## config.mk

```make
export PLATFORM = sky130hd
export DESIGN_NAME = mem_arbiter_flat
export DESIGN_NICKNAME = d
export VERILOG_FILES = /design/src/rtl/mem_arbiter_if.sv /design/src/rtl/mem_arbiter.sv /design/src/flat_wrapper.sv
export SDC_FILE = /design/constraint.sdc
export NUM_CORES = 1
export LEC_CHECK = 0
export CAP_MARGIN = 20
export CORE_MARGIN = 3
export CORE_UTILIZATION = 39
export CTS_BUF_LIST = sky130_fd_sc_hd__clkbuf_4 sky130_fd_sc_hd__clkbuf_8
export DETAILED_ROUTE_END_ITERATION = 12
export MAX_ROUTING_LAYER = met4
export PLACE_DENSITY = 0.79
export SKIP_LAST_GASP = 1
export SYNTH_ARGS = -nofsm -noshare
export SYNTH_HDL_FRONTEND = slang
export SYNTH_SLANG_ARGS = --single-unit
```

## constraint.sdc

```tcl
create_clock -name clk -period 2.35 [get_ports clk]
set_input_delay 0.47 -clock clk [delete_from_list [all_inputs] [get_ports clk]]
set_output_delay 0.47 -clock clk [all_outputs]
set_load 0.05 [all_outputs]
```

## src/rtl/mem_arbiter_if.sv

```systemverilog
// ============================================================================
// Module   : mem_arbiter_if
// Purpose  : Fetch, data and memory-side bus signals of the memory arbiter.
// Revision : 1.0 - initial release
// ============================================================================
`default_nettype none

interface mem_arbiter_if;
  logic        IREQ;
  logic [31:0] IAD;
  logic [31:0] IDT;
  logic        ACKI_n;
  logic        MREQ;
  logic        WRITE;
  logic [1:0]  SIZE;
  logic [31:0] DAD;
  logic [31:0] DDT_w;
  logic [31:0] DDT_r;
  logic        ACKD_n;
  logic [31:0] MAD;
  logic        MREQ_m;
  logic        MWRITE;
  logic [1:0]  MSIZE;
  logic [31:0] MDO;
  logic [31:0] MDI;
  logic        MACK_n;
  logic        bus_err;
  logic        gnt_d;

  // slave: the arbiter's view; master: the requesters and memory around it
  modport slave (
    input  IREQ, IAD, MREQ, WRITE, SIZE, DAD, DDT_w, MDI, MACK_n,
    output IDT, ACKI_n, DDT_r, ACKD_n, MAD, MREQ_m, MWRITE, MSIZE, MDO,
           bus_err, gnt_d
  );

  modport master (
    output IREQ, IAD, MREQ, WRITE, SIZE, DAD, DDT_w, MDI, MACK_n,
    input  IDT, ACKI_n, DDT_r, ACKD_n, MAD, MREQ_m, MWRITE, MSIZE, MDO,
           bus_err, gnt_d
  );
endinterface

`default_nettype wire

```

## src/rtl/mem_arbiter.sv

```systemverilog
// ============================================================================
// Module   : mem_arbiter
// Purpose  : Round-robin arbiter of one memory port between fetch and data.
// Revision : 1.0 - initial release
// ============================================================================
`default_nettype none

module mem_arbiter #(
  parameter int TIMEOUT = 15,
  parameter int CW      = 8
) (
  input  wire logic    clk,
  input  wire logic    rst_n,
  mem_arbiter_if.slave bus
);

  typedef enum logic [1:0] {
    S_IDLE = 2'd0,
    S_BUS  = 2'd1,
    S_ACK  = 2'd2
  } state_t;

  localparam logic [CW-1:0] c_TIMEOUT = CW'(TIMEOUT);

  state_t        r_state;
  logic          r_last_d;
  logic [CW-1:0] r_cnt;
  logic [31:0]   r_mad;
  logic [1:0]    r_msize;
  logic [31:0]   r_mdo;
  logic          r_mreq;
  logic          r_mwrite;
  logic [31:0]   r_idt;
  logic [31:0]   r_ddt;
  logic          r_acki_n;
  logic          r_ackd_n;
  logic          r_bus_err;
  logic          r_gnt_d;

  logic          w_pick_d;
  logic [CW-1:0] w_cnt_next;
  logic          w_timeout;

  // On a tie the side that did not win last time is chosen
  assign w_pick_d   = bus.MREQ & (~bus.IREQ | ~r_last_d);
  assign w_cnt_next = r_cnt + CW'(1);
  assign w_timeout  = (w_cnt_next == c_TIMEOUT);

  always_ff @(posedge clk or negedge rst_n) begin
    if (!rst_n) begin
      r_state   <= S_IDLE;
      r_last_d  <= 1'b0;
      r_cnt     <= '0;
      r_mad     <= '0;
      r_msize   <= '0;
      r_mdo     <= '0;
      r_mreq    <= 1'b0;
      r_mwrite  <= 1'b0;
      r_idt     <= '0;
      r_ddt     <= '0;
      r_acki_n  <= 1'b1;
      r_ackd_n  <= 1'b1;
      r_bus_err <= 1'b0;
      r_gnt_d   <= 1'b0;
    end else begin
      case (r_state)
        S_IDLE: begin
          if (bus.IREQ || bus.MREQ) begin
            r_mad    <= w_pick_d ? bus.DAD : bus.IAD;
            r_msize  <= w_pick_d ? bus.SIZE : 2'b10;
            r_mwrite <= w_pick_d & bus.WRITE;
            r_mdo    <= w_pick_d ? bus.DDT_w : 32'h0;
            r_mreq   <= 1'b1;
            r_gnt_d  <= w_pick_d;
            r_last_d <= w_pick_d;
            r_cnt    <= '0;
            r_state  <= S_BUS;
          end
        end
        S_BUS: begin
          if (bus.MACK_n) begin
            r_cnt <= w_cnt_next;
          end
          // MACK_n still high on exit means the transfer timed out
          if (!bus.MACK_n || w_timeout) begin
            r_mreq    <= 1'b0;
            r_mwrite  <= 1'b0;
            r_bus_err <= bus.MACK_n;
            if (r_gnt_d) begin
              r_ackd_n <= 1'b0;
              if (!r_mwrite) begin
                r_ddt <= bus.MACK_n ? 32'h0 : bus.MDI;
              end
            end else begin
              r_acki_n <= 1'b0;
              r_idt    <= bus.MACK_n ? 32'h0 : bus.MDI;
            end
            r_state <= S_ACK;
          end
        end
        S_ACK: begin
          r_acki_n  <= 1'b1;
          r_ackd_n  <= 1'b1;
          r_bus_err <= 1'b0;
          r_cnt     <= '0;
          r_gnt_d   <= 1'b0;
          r_state   <= S_IDLE;
        end
        default: begin
          r_state <= S_IDLE;
        end
      endcase
    end
  end

  assign bus.MAD     = r_mad;
  assign bus.MSIZE   = r_msize;
  assign bus.MDO     = r_mdo;
  assign bus.MREQ_m  = r_mreq;
  assign bus.MWRITE  = r_mwrite;
  assign bus.IDT     = r_idt;
  assign bus.DDT_r   = r_ddt;
  assign bus.ACKI_n  = r_acki_n;
  assign bus.ACKD_n  = r_ackd_n;
  assign bus.bus_err = r_bus_err;
  assign bus.gnt_d   = r_gnt_d;

endmodule

`default_nettype wire

```

## src/flat_wrapper.sv

```systemverilog
// flat-port wrapper written by rule: the top's interface ports become plain ports
module mem_arbiter_flat 
#(
  parameter int TIMEOUT = 15,
  parameter int CW      = 8
)
  (clk, rst_n, bus_IREQ, bus_IAD, bus_MREQ, bus_WRITE, bus_SIZE, bus_DAD, bus_DDT_w, bus_MDI, bus_MACK_n, bus_IDT, bus_ACKI_n, bus_DDT_r, bus_ACKD_n, bus_MAD, bus_MREQ_m, bus_MWRITE, bus_MSIZE, bus_MDO, bus_bus_err, bus_gnt_d);
  mem_arbiter_if bus_i ();
  input  wire logic clk;
  input  wire logic rst_n;
  input wire logic [$bits(bus_i.IREQ)-1:0] bus_IREQ;
  input wire logic [$bits(bus_i.IAD)-1:0] bus_IAD;
  input wire logic [$bits(bus_i.MREQ)-1:0] bus_MREQ;
  input wire logic [$bits(bus_i.WRITE)-1:0] bus_WRITE;
  input wire logic [$bits(bus_i.SIZE)-1:0] bus_SIZE;
  input wire logic [$bits(bus_i.DAD)-1:0] bus_DAD;
  input wire logic [$bits(bus_i.DDT_w)-1:0] bus_DDT_w;
  input wire logic [$bits(bus_i.MDI)-1:0] bus_MDI;
  input wire logic [$bits(bus_i.MACK_n)-1:0] bus_MACK_n;
  output wire logic [$bits(bus_i.IDT)-1:0] bus_IDT;
  output wire logic [$bits(bus_i.ACKI_n)-1:0] bus_ACKI_n;
  output wire logic [$bits(bus_i.DDT_r)-1:0] bus_DDT_r;
  output wire logic [$bits(bus_i.ACKD_n)-1:0] bus_ACKD_n;
  output wire logic [$bits(bus_i.MAD)-1:0] bus_MAD;
  output wire logic [$bits(bus_i.MREQ_m)-1:0] bus_MREQ_m;
  output wire logic [$bits(bus_i.MWRITE)-1:0] bus_MWRITE;
  output wire logic [$bits(bus_i.MSIZE)-1:0] bus_MSIZE;
  output wire logic [$bits(bus_i.MDO)-1:0] bus_MDO;
  output wire logic [$bits(bus_i.bus_err)-1:0] bus_bus_err;
  output wire logic [$bits(bus_i.gnt_d)-1:0] bus_gnt_d;
  assign bus_i.IREQ = bus_IREQ;
  assign bus_i.IAD = bus_IAD;
  assign bus_i.MREQ = bus_MREQ;
  assign bus_i.WRITE = bus_WRITE;
  assign bus_i.SIZE = bus_SIZE;
  assign bus_i.DAD = bus_DAD;
  assign bus_i.DDT_w = bus_DDT_w;
  assign bus_i.MDI = bus_MDI;
  assign bus_i.MACK_n = bus_MACK_n;
  assign bus_IDT = bus_i.IDT;
  assign bus_ACKI_n = bus_i.ACKI_n;
  assign bus_DDT_r = bus_i.DDT_r;
  assign bus_ACKD_n = bus_i.ACKD_n;
  assign bus_MAD = bus_i.MAD;
  assign bus_MREQ_m = bus_i.MREQ_m;
  assign bus_MWRITE = bus_i.MWRITE;
  assign bus_MSIZE = bus_i.MSIZE;
  assign bus_MDO = bus_i.MDO;
  assign bus_bus_err = bus_i.bus_err;
  assign bus_gnt_d = bus_i.gnt_d;
  mem_arbiter #(.TIMEOUT(TIMEOUT), .CW(CW)) u_core (.clk(clk), .rst_n(rst_n), .bus(bus_i));
endmodule
```

==> impl_metrics.tcl, run 1 <==
set metrics [dict create \
    gp_congestion 0.867 \
    root_buffer "clkbuf_8" \
    hold_violations 0 \
    cts_buffers 17 \
    start_kind "flip-flop" \
    report.power.total_w 0.0156 \
    tritoncts "done" \
    tightest_slew_ns 0.646 \
    worst-path-stages 7 \
    drtPass1Iterations 4 \
    endpoint "u_core.bus.ACKD_n$_DFFE_PN1P_" \
    cpLargestDelayFamily "compound AO/OA/AOI/OAI gates" \
    clock.fmax_mhz 426 \
    regToRegEndpoint "u_core.bus.ACKD_n$_DFFE_PN1P_" \
    wirelength_um 19000 \
    path_buf_inv 1 \
    start_util_pct 40.4 \
    synth_edf_count 0 \
    stdcell_area_sq_um 9540 \
    relSlewSlack_pct 56.9 \
    max_cap_violations 0 \
    final.min_clock_period_ns 2.35 \
    ir_drop_v 0.000962 \
    rows 44 \
    insertion_delay_ns 0.43 \
    grtUsageTotal_pct 23.6 \
    min_path_type "flip-flop to flip-flop" \
    cellPowerDensity_nw_per_um2 1640 \
    yosysUniqueCellTypes 38 \
    rr_startpoint "u_core.r_cnt[0]$_DFFE_PN0P_" \
    synth_ff_type "dfrtp_1" \
    drc 0 \
    placed_area_sq_um 8950 \
    cp_cell_sequence "inv_2 > ha_4 > or4b_1 > a21o_1 > o41ai_2 > nand3_1 > mux2_1" \
    fillers 1124 \
    syn_area_sq_um 5940 \
    port_buffers 271 \
    cp_slowest_cell "o41ai_2" \
    io_pins 272 \
    ys_async_sr_fraction_pct 100 \
    via_count 5011 \
    hold_ws_ns 0.486 \
    critPathMaxStageDelay_ns 0.51 \
    drtIter0Drc 316 \
    min_period_over_period_pct 100 \
    path_class "flip-flop to flip-flop" \
    cts.htree.levels 4 \
    clk_pin_slew_ns 0.08 \
    antenna_found_initial 0 \
    dp_slack_ns -0.160 \
    post-dp-hpwl_um 13600 \
    leakage_nw 4.26 \
    die_y_um 129 \
    grt_overflow 0 \
    fp.coreArea_sq_um 14700 \
    clock-skew-final_ns 0.00909 \
    synth_top_area_cell "dfrtp_1" \
    clock_path_buffers 2 \
    die_w_um 129 \
    layout_setup_ws_ns 0.0000644 \
    synth_top_area_share_pct 61.1 \
    area_growth_pct 60.7 \
    synth.avg_cell_area_sq_um 12.7 \
    wl_per_cell_um 20.0 \
    synth_cells 469 \
    drive_above_1_share_pct 9.80 \
    cp.required_ns 2.71 \
    vias_per_cell 5.28 \
    status "finished, final reports clean" \
    register_area_sq_um 3680 \
    slew_violations 0 \
    worstPathMaxFanout 4 \
    yosysWarnings 0 \
    synthesis.nets 611 \
    r2r_cells 7 \
    r2r_slack_ns 0.00006 \
    yosysSeqAreaShare_pct 62.0 \
    clock_sinks 147 \
    grt_pass1_vias 5383 \
    synth-seq-cells 147 \
    grt_setup_unrepaired "true" \
    synthTopCellsByArea "dfrtp_1, a22o_1, mux2i_1, o21ai_0, nand2_1" \
    grt_pass1_wl_um 29200 \
    multiInputGateArea_sq_um 2180 \
    worstPathArrival_ns 2.71 \
    drt.antenna.violating_nets 0 \
    setup_viol 0 \
    dieArea_sq_um 16700 \
    crit_path_end_kind "flip-flop" \
    fin_nets 896 \
    grt_start_max_net_pins 52 \
    startpoint "u_core.r_cnt[0]$_DFFE_PN0P_" \
    antennaDiodeCount 0 \
]
==> cell families after synthesis <==
| group | Yosys count | share of synthesized area [%] |
|---|---|---|
| AOI/OAI and AO/OA | 161 | 21.1 |
| xor gates and xnor gates | 1 | 0.148 |
| adders and majority gates | 6 | 1.26 |
| muxes | 37 | 6.32 |
| and+or+nand+nor | 75 | 5.73 |
| buffers and inverters | 42 | 3.41 |
| DFF | 147 | 62.0 |
==> layout make-up <==
type	instances	area share, %
flip-flops and latches	147	38.6
repair buffers	294	31.3
multi-input cells	285	22.8
clock buffers	21	2.90
well taps	184	2.41
clock inverters	9	1.61
inverters	9	0.354
==> registers in the layout, indices dropped and copies added, names as in the netlist <==
register and flops:
u_core.bus.DDT_r 32, u_core.bus.IDT 32, u_core.bus.MAD 32, u_core.bus.MDO 32
u_core.r_cnt 8, u_core.bus.MSIZE 2, u_core.r_state 2, u_core.bus.ACKD_n 1
u_core.bus.ACKI_n 1, u_core.bus.MREQ_m 1, u_core.bus.MWRITE 1, u_core.bus.bus_err 1
u_core.bus.gnt_d 1, u_core.r_last_d 1
==> cells in the mapped netlist (2+ instances only) <==
master      n
nor3_1      4
inv_1       9
o21ai_0    40
ha_1        6
a21oi_1     7
nand2_1    45
a22o_1    101
buf_6       6
clkbuf_1   25
nand3_1     5
a31oi_1     2
nor2_1      9
dfrtp_1   145
or2_2       2
mux2_1      3
dfstp_2     2
nand2b_1    4
buf_1       2
mux2i_1    33
==> worst min-delay path by stage <==
stage	from	endpoint	slack, ns	cells after the start
finish	u_core.bus.MAD[14]$_DFFE_PN0P_	u_core.bus.MAD[14]$_DFFE_PN0P_	0.49	2
global route	u_core.bus.MAD[16]$_DFFE_PN0P_	u_core.bus.MAD[16]$_DFFE_PN0P_	0.50	2
CTS	u_core.bus.MAD[4]$_DFFE_PN0P_	u_core.bus.MAD[4]$_DFFE_PN0P_	0.49	2
detailed placement	rst_n	u_core.r_cnt[6]$_DFFE_PN0P_	0.46	1
global placement	rst_n	u_core.r_cnt[2]$_DFFE_PN0P_	0.46	1
floorplan	rst_n	u_core.bus.DDT_r[0]$_DFFE_PN0P_	0.17	0
==> stage by stage <==
stage,setup TNS [ns],instances,utilization [%]
6_report,0,949,64.9
5_1_grt,-4.17,949,64.9
4_1_cts,-0.0284,949,64.7
3_5_place_dp,-8.29,908,60.9
3_3_place_gp,-2.61,908,60.9
2_1_floorplan,0,469,-
==> tightest hold or removal path, delay by kind of cell, from the launching register on <==
family / cells / cell delay [ns]
AOI/OAI and AO/OA: 1 / 0.06
DFF: 1 / 0.35
and+or+nand+nor: 1 / 0.05
==> power breakdown <==
| group | internal (W) | switching, W |
|---|---|---|
| logic | 0.00324 | 0.00583 |
| clock network | 0.00123 | 0.000922 |
| registers | 0.00367 | 0.000748 |
==> per-layer routing <==
metal  vias to the layer above  track usage, %  share of wire (%)
li1                       2302               -                  -
met1                      2475            27.2                 39
met2                       211            39.3                 53
met3                        23            7.21                6.7
met4                         0            8.21                2.1
met5                         -               -                  0
==> cells in the final DEF, fill, tap and decap left out, types with 2 or more instances in the layout <==
cell type,n
nand2b_4,4
clkdlybuf4s50_1,270
nand2_1,44
nor2_2,2
clkbuf_8,19
mux2_1,3
nand2_8,3
a31oi_1,2
nand3_1,5
mux2i_1,33
ha_1,5
a22o_1,101
inv_1,8
nor3_1,3
clkbuf_4,2
clkinvlp_4,2
or2_2,2
bufinv_16,4
buf_6,3
nor2_1,7
buf_12,7
nand2b_1,4
dfstp_2,2
dfrtp_1,145
o21ai_0,40
buf_4,13
a21oi_1,6
clkinv_2,2
==> repair_timing <==
action | in CTS | in global routing
buffers inserted | 6 | 0
setup endpoints to repair | 67 | 71
gates resized for setup | 7 | 6
endpoints found under the hold margin | 46 | 0
pin swaps | 3 | 5
cloned | 4 | 1
hold buffers | 1 | 0
Power figures use the tool's default switching activity.
==> run 2: changes to the inputs <==
CORE_MARGIN = not set   (was 3)
==> impl_metrics.tcl, run 2 (synthesized netlist as in run 1, its figures left out) <==
set metrics [dict create \
    path_buf_inv 2 \
    insertion_delay_ns 0.46 \
    failed_checks "design-rule violations, negative setup slack" \
    antenna_found_initial 0 \
    final_cell_mix "clkdlybuf4s50_1, dfrtp_1, a22o_1, nand2_1, o21ai_0" \
    dp_cells 912 \
    relSlewSlack_pct 52.9 \
    wirelength_um 18300 \
    die_y_um 125 \
    wl_per_cell_um 19.1 \
    root_buffer "clkbuf_8" \
    start_kind "flip-flop" \
    min_period_over_period_pct 101 \
    grt_start_max_net_pins 65 \
    fin_cells 954 \
    grt_overflow 0 \
    cts_buffers 17 \
    drtIter0Drc 302 \
    dieArea_sq_um 15700 \
    area_growth_pct 60.2 \
    critPathMaxStageDelay_ns 0.44 \
    fp.coreArea_sq_um 14700 \
    report.power.total_w 0.0154 \
    max_cap_violations 0 \
    rr_startpoint "u_core.r_cnt[0]$_DFFE_PN0P_" \
    layout_commonest_cell "clkdlybuf4s50_1" \
    die_w_um 125 \
    tightest_slew_ns 0.706 \
    ir_drop_v 0.00106 \
    gp_congestion 0.880 \
    io_pins 272 \
    clock_path_buffers 2 \
    r2r_slack_ns -0.02 \
    fillers 1093 \
    grt_pass1_wl_um 28000 \
    drive_above_1_share_pct 10.6 \
    cp_slowest_cell "or4b_4" \
    antennaDiodeCount 0 \
    clock_sinks 147 \
    clock-skew-final_ns 0.0143 \
    tns_ns -0.0296 \
    port_buffers 271 \
    fin_nets 899 \
    cellPowerDensity_nw_per_um2 1620 \
    placed_area_sq_um 8960 \
    final.min_clock_period_ns 2.37 \
    cpLargestDelayFamily "compound AO/OA/AOI/OAI gates" \
    worstPathMaxFanout 8 \
    drc 12 \
    post-dp-hpwl_um 12700 \
    stdcell_area_sq_um 9510 \
    worstPathArrival_ns 2.70 \
    rows 44 \
    tritoncts "done" \
    slew_violations 0 \
    r2r_cells 8 \
    regToRegEndpoint "u_core.bus.DDT_r[7]$_DFFE_PN0P_" \
    hold_violations 0 \
    cp.required_ns 2.68 \
    clk_pin_slew_ns 0.09 \
    cts.htree.levels 4 \
    postCtsHoldBufs 0 \
    start_util_pct 40.4 \
    min_path_type "input pin to async pin" \
    path_class "flip-flop to flip-flop" \
    leakage_nw 4.26 \
    via_count 5115 \
    post-route-util_pct 64.7 \
    drtPass1Iterations 9 \
    setup_viol 7 \
    vias_per_cell 5.36 \
    drt.antenna.violating_nets 0 \
    grt_setup_unrepaired "true" \
    cp_cell_sequence "inv_2 > ha_4 > or4b_4 > a21o_1 > o41ai_4 > buf_6 > nand2_4 > a22o_1" \
    clock.fmax_mhz 423 \
    grt_pass1_vias 5314 \
    crit_path_end_kind "flip-flop" \
    grtUsageTotal_pct 23.9 \
    layout_setup_ws_ns -0.0151 \
    status "finished, violations left" \
]
-- run 2: changes by cell type in the layout (fill, tap and decap cells not counted), sizes merged, moves of 3 or more --
cell and delta:
inv +5, buf +3, bufinv -3, clkbuf -3, clkinv +3
-- run 2: worst max-delay path by stage --
stage / endpoint / slack [ns] / cells past startpoint / from
final: u_core.bus.DDT_r[7]$_DFFE_PN0P_ / -0.02 / 8 / u_core.r_cnt[0]$_DFFE_PN0P_
after global routing: u_core.bus.IDT[2]$_DFFE_PN0P_ / -0.09 / 8 / u_core.r_cnt[0]$_DFFE_PN0P_
after CTS: u_core.bus.IDT[4]$_DFFE_PN0P_ / -0.04 / 8 / u_core.r_cnt[0]$_DFFE_PN0P_
after detailed placement: u_core.bus.IDT[13]$_DFFE_PN0P_ / -0.02 / 8 / u_core.r_cnt[0]$_DFFE_PN0P_
after global placement: u_core.bus.IDT[23]$_DFFE_PN0P_ / 0.02 / 8 / u_core.r_cnt[0]$_DFFE_PN0P_
after floorplan: u_core.bus.DDT_r[0]$_DFFE_PN0P_ / 0.13 / 8 / u_core.r_cnt[0]$_DFFE_PN0P_
-- run 2: power by group --
group / leakage (nW) / internal, W / switching, W
Clock: 0.193 / 0.000896 / 0.00106
Sequential: 1.86 / 0.00367 / 0.000761
Combinational: 2.21 / 0.00323 / 0.00580
-- run 2: final cells by class --
class,count,area [sq um],share of cell area [%]
multi-input combinational,286,2180,23.0
clock inverter,14,144,1.51
tap,184,230,2.42
clock buffer,18,248,2.61
inverter,9,33.8,0.355
timing repair buffer,296,2990,31.4
sequential,147,3680,38.7
-- run 2: worst reg2reg max path: stages, from the launching register on --
cell	delay [ns]
dfrtp_1	0.42
inv_2	0.09
ha_4	0.12
or4b_4	0.44
a21o_1	0.22
o41ai_4	0.34
buf_6	0.24
nand2_4	0.14
a22o_1	0.24
-- run 2: per-layer routing --
| layer | vias to the layer above | routed length (um) | share of wire (%) | GRT usage [%] |
|---|---|---|---|---|
| li1 | 2312 | - | - | - |
| met1 | 2523 | 7400 | 41 | 28.1 |
| met2 | 242 | 9350 | 51 | 39.2 |
| met3 | 38 | 1080 | 5.9 | 5.61 |
| met4 | 0 | 418 | 2.3 | 10.2 |
| met5 | - | 0 | 0 | - |
-- run 2: through the flow --
step	setup slack, ns	hold WS, ns
6_report	-0.0151	0.0125
5_1_grt	-0.0910	0.0235
4_1_cts	-0.0388	0.0151
3_5_place_dp	-0.0243	0.471
3_3_place_gp	0.0209	0.462
2_1_floorplan	0.127	0.174
-- run 2: what timing repair did --
item / 4_1_cts / 5_1_grt
gates resized for setup: 0 / 15
setup buffers: 0 / 3
gates cloned: 0 / 7
pin swaps: 0 / 1
endpoints found under the hold margin: 0 / 0
setup endpoints to repair: 64 / 68
==> run 3: changes to the inputs <==
PLACE_DENSITY = not set   (was 0.79)
PLACE_DENSITY_LB_ADDON = 0.12   (was not set)
==> impl_metrics.tcl, run 3 (synthesized netlist as in run 1, its figures left out) <==
set metrics [dict create \
    status "finished, violations left" \
    failed_checks "design-rule violations" \
    die_y_um 125 \
    start_kind "flip-flop" \
    cellPowerDensity_nw_per_um2 1620 \
    path_class "flip-flop to flip-flop" \
    via_count 4956 \
    stdcell_area_sq_um 9600 \
    cp.required_ns 2.67 \
    slew_violations 0 \
    startpoint "u_core.r_cnt[0]$_DFFE_PN0P_" \
    relSlewSlack_pct 57.8 \
    grt_setup_unrepaired "true" \
    leakage_nw 4.30 \
    drtPass1Iterations 9 \
    area_growth_pct 61.8 \
    cts_buffers 17 \
    regToRegEndpoint "u_core.bus.IDT[2]$_DFFE_PN0P_" \
    drt.antenna.violating_nets 0 \
    wirelength_um 17700 \
    ir_drop_v 0.00106 \
    worstPathArrival_ns 2.63 \
    grt_pass1_vias 5148 \
    grt_start_max_net_pins 74 \
    dieArea_sq_um 15700 \
    grt_pass1_wl_um 27400 \
    clock_sinks 147 \
    tns_ns 0 \
    clock_path_buffers 2 \
    endpoint "u_core.bus.IDT[2]$_DFFE_PN0P_" \
    report.power.total_w 0.0156 \
    root_buffer "clkbuf_8" \
    antennaDiodeCount 0 \
    clock-skew-final_ns 0.0143 \
    setup_viol 0 \
    postCtsHoldBufs 0 \
    max_cap_violations 0 \
    port_buffers 271 \
    rr_startpoint "u_core.r_cnt[0]$_DFFE_PN0P_" \
    tightest_slew_ns 0.633 \
    crit_path_end_kind "flip-flop" \
    start_util_pct 40.4 \
    gp_congestion 0.787 \
    io_pins 272 \
    post-dp-hpwl_um 12300 \
    fp.coreArea_sq_um 14700 \
    r2r_slack_ns 0.04 \
    fillers 1120 \
    layout_commonest_cell "clkdlybuf4s50_1" \
    tritoncts "done" \
    insertion_delay_ns 0.45 \
    vias_per_cell 5.19 \
    hold_violations 0 \
    min_path_type "input pin to async pin" \
    drc 13 \
    final_cell_mix "clkdlybuf4s50_1, dfrtp_1, a22o_1, nand2_1, o21ai_0" \
    die_w_um 125 \
    final.min_clock_period_ns 2.31 \
    drive_above_1_share_pct 11.4 \
    min_period_over_period_pct 98.2 \
    drtIter0Drc 268 \
    clock.fmax_mhz 433 \
    register_area_sq_um 3680 \
    grtUsageTotal_pct 23.4 \
    fin_nets 900 \
    multiInputGateArea_sq_um 2130 \
    cts.htree.levels 4 \
    wl_per_cell_um 18.5 \
    post-route-util_pct 65.3 \
    clk_pin_slew_ns 0.08 \
    worstPathMaxFanout 16 \
    antenna_found_initial 0 \
    rows 44 \
    r2r_cells 10 \
    grt_overflow 0 \
    placed_area_sq_um 8980 \
]
run 3: changes by cell type in the layout (fill, tap and decap cells not counted), sizes merged:
cell      change
nand2b        -3
inv           -4
clkinv        +1
bufinv        +2
buf           +4
clkbuf        +5
clkinvlp      -1
nand2         -3
run 3: final cells by class:
class | instances | area share, %
Clock inverter | 12 | 1.59
Clock buffer | 20 | 2.80
Timing Repair Buffer | 303 | 32.3
Sequential cell | 147 | 38.3
Inverter | 9 | 0.352
Multi-Input combinational cell | 280 | 22.2
Tap cell | 184 | 2.40
run 3: worst min-delay path by stage:
| stage | end | slack, ns | depth (start not counted) | startpoint |
|---|---|---|---|---|
| after floorplan | u_core.bus.DDT_r[0]$_DFFE_PN0P_ | 0.17 | 0 | rst_n |
| after global placement | u_core.bus.MAD[23]$_DFFE_PN0P_ | 0.46 | 2 | u_core.bus.MAD[23]$_DFFE_PN0P_ |
| after detailed placement | u_core.bus.MAD[24]$_DFFE_PN0P_ | 0.47 | 2 | u_core.bus.MAD[24]$_DFFE_PN0P_ |
| after CTS | u_core.r_cnt[2]$_DFFE_PN0P_ | 0.02 | 1 | rst_n |
| after global routing | u_core.r_cnt[2]$_DFFE_PN0P_ | 0.04 | 1 | rst_n |
| final | u_core.r_cnt[2]$_DFFE_PN0P_ | 0.02 | 1 | rst_n |
run 3: repair_timing:
action | CTS | global route
buffers inserted | 2 | 3
setup endpoints to repair | 66 | 67
gates resized for setup | 1 | 11
pin swaps | 1 | 4
gates cloned | 0 | 5
run 3: per-layer routing:
layer	wire (um)	track usage (%)	share of wire [%]	up-vias
li1	-	-	-	2307
met1	7310	28.2	41	2424
met2	8950	38.2	51	207
met3	1180	6.03	6.6	18
met4	268	7.96	1.5	0
met5	0	-	0	-
run 3: worst max-delay path, stage by stage, from the launching register on:
cell,delay [ns]
dfrtp_1,0.38
buf_4,0.12
buf_4,0.11
ha_2,0.20
nand3_2,0.12
o21a_2,0.28
o41ai_4,0.36
buf_6,0.18
nand2b_4,0.09
buf_12,0.16
a22o_1,0.19
run 3: per-stage QoR:
stage | hold slack, ns | setup WS (ns) | instances
floorplan | 0.174 | 0.127 | 469
global placement | 0.463 | 0.0756 | 913
detailed placement | 0.469 | -0.0282 | 913
CTS | 0.0234 | 0.00779 | 947
global route | 0.0385 | -0.0530 | 955
finish | 0.0210 | 0.0413 | 955
run 3: power by group:
part	switching (W)	total [W]	internal (W)
Combinational	0.00580	0.00909	0.00329
Clock	0.000979	0.00210	0.00112
Sequential	0.000715	0.00439	0.00367
Total	0.00750	0.0156	0.00808
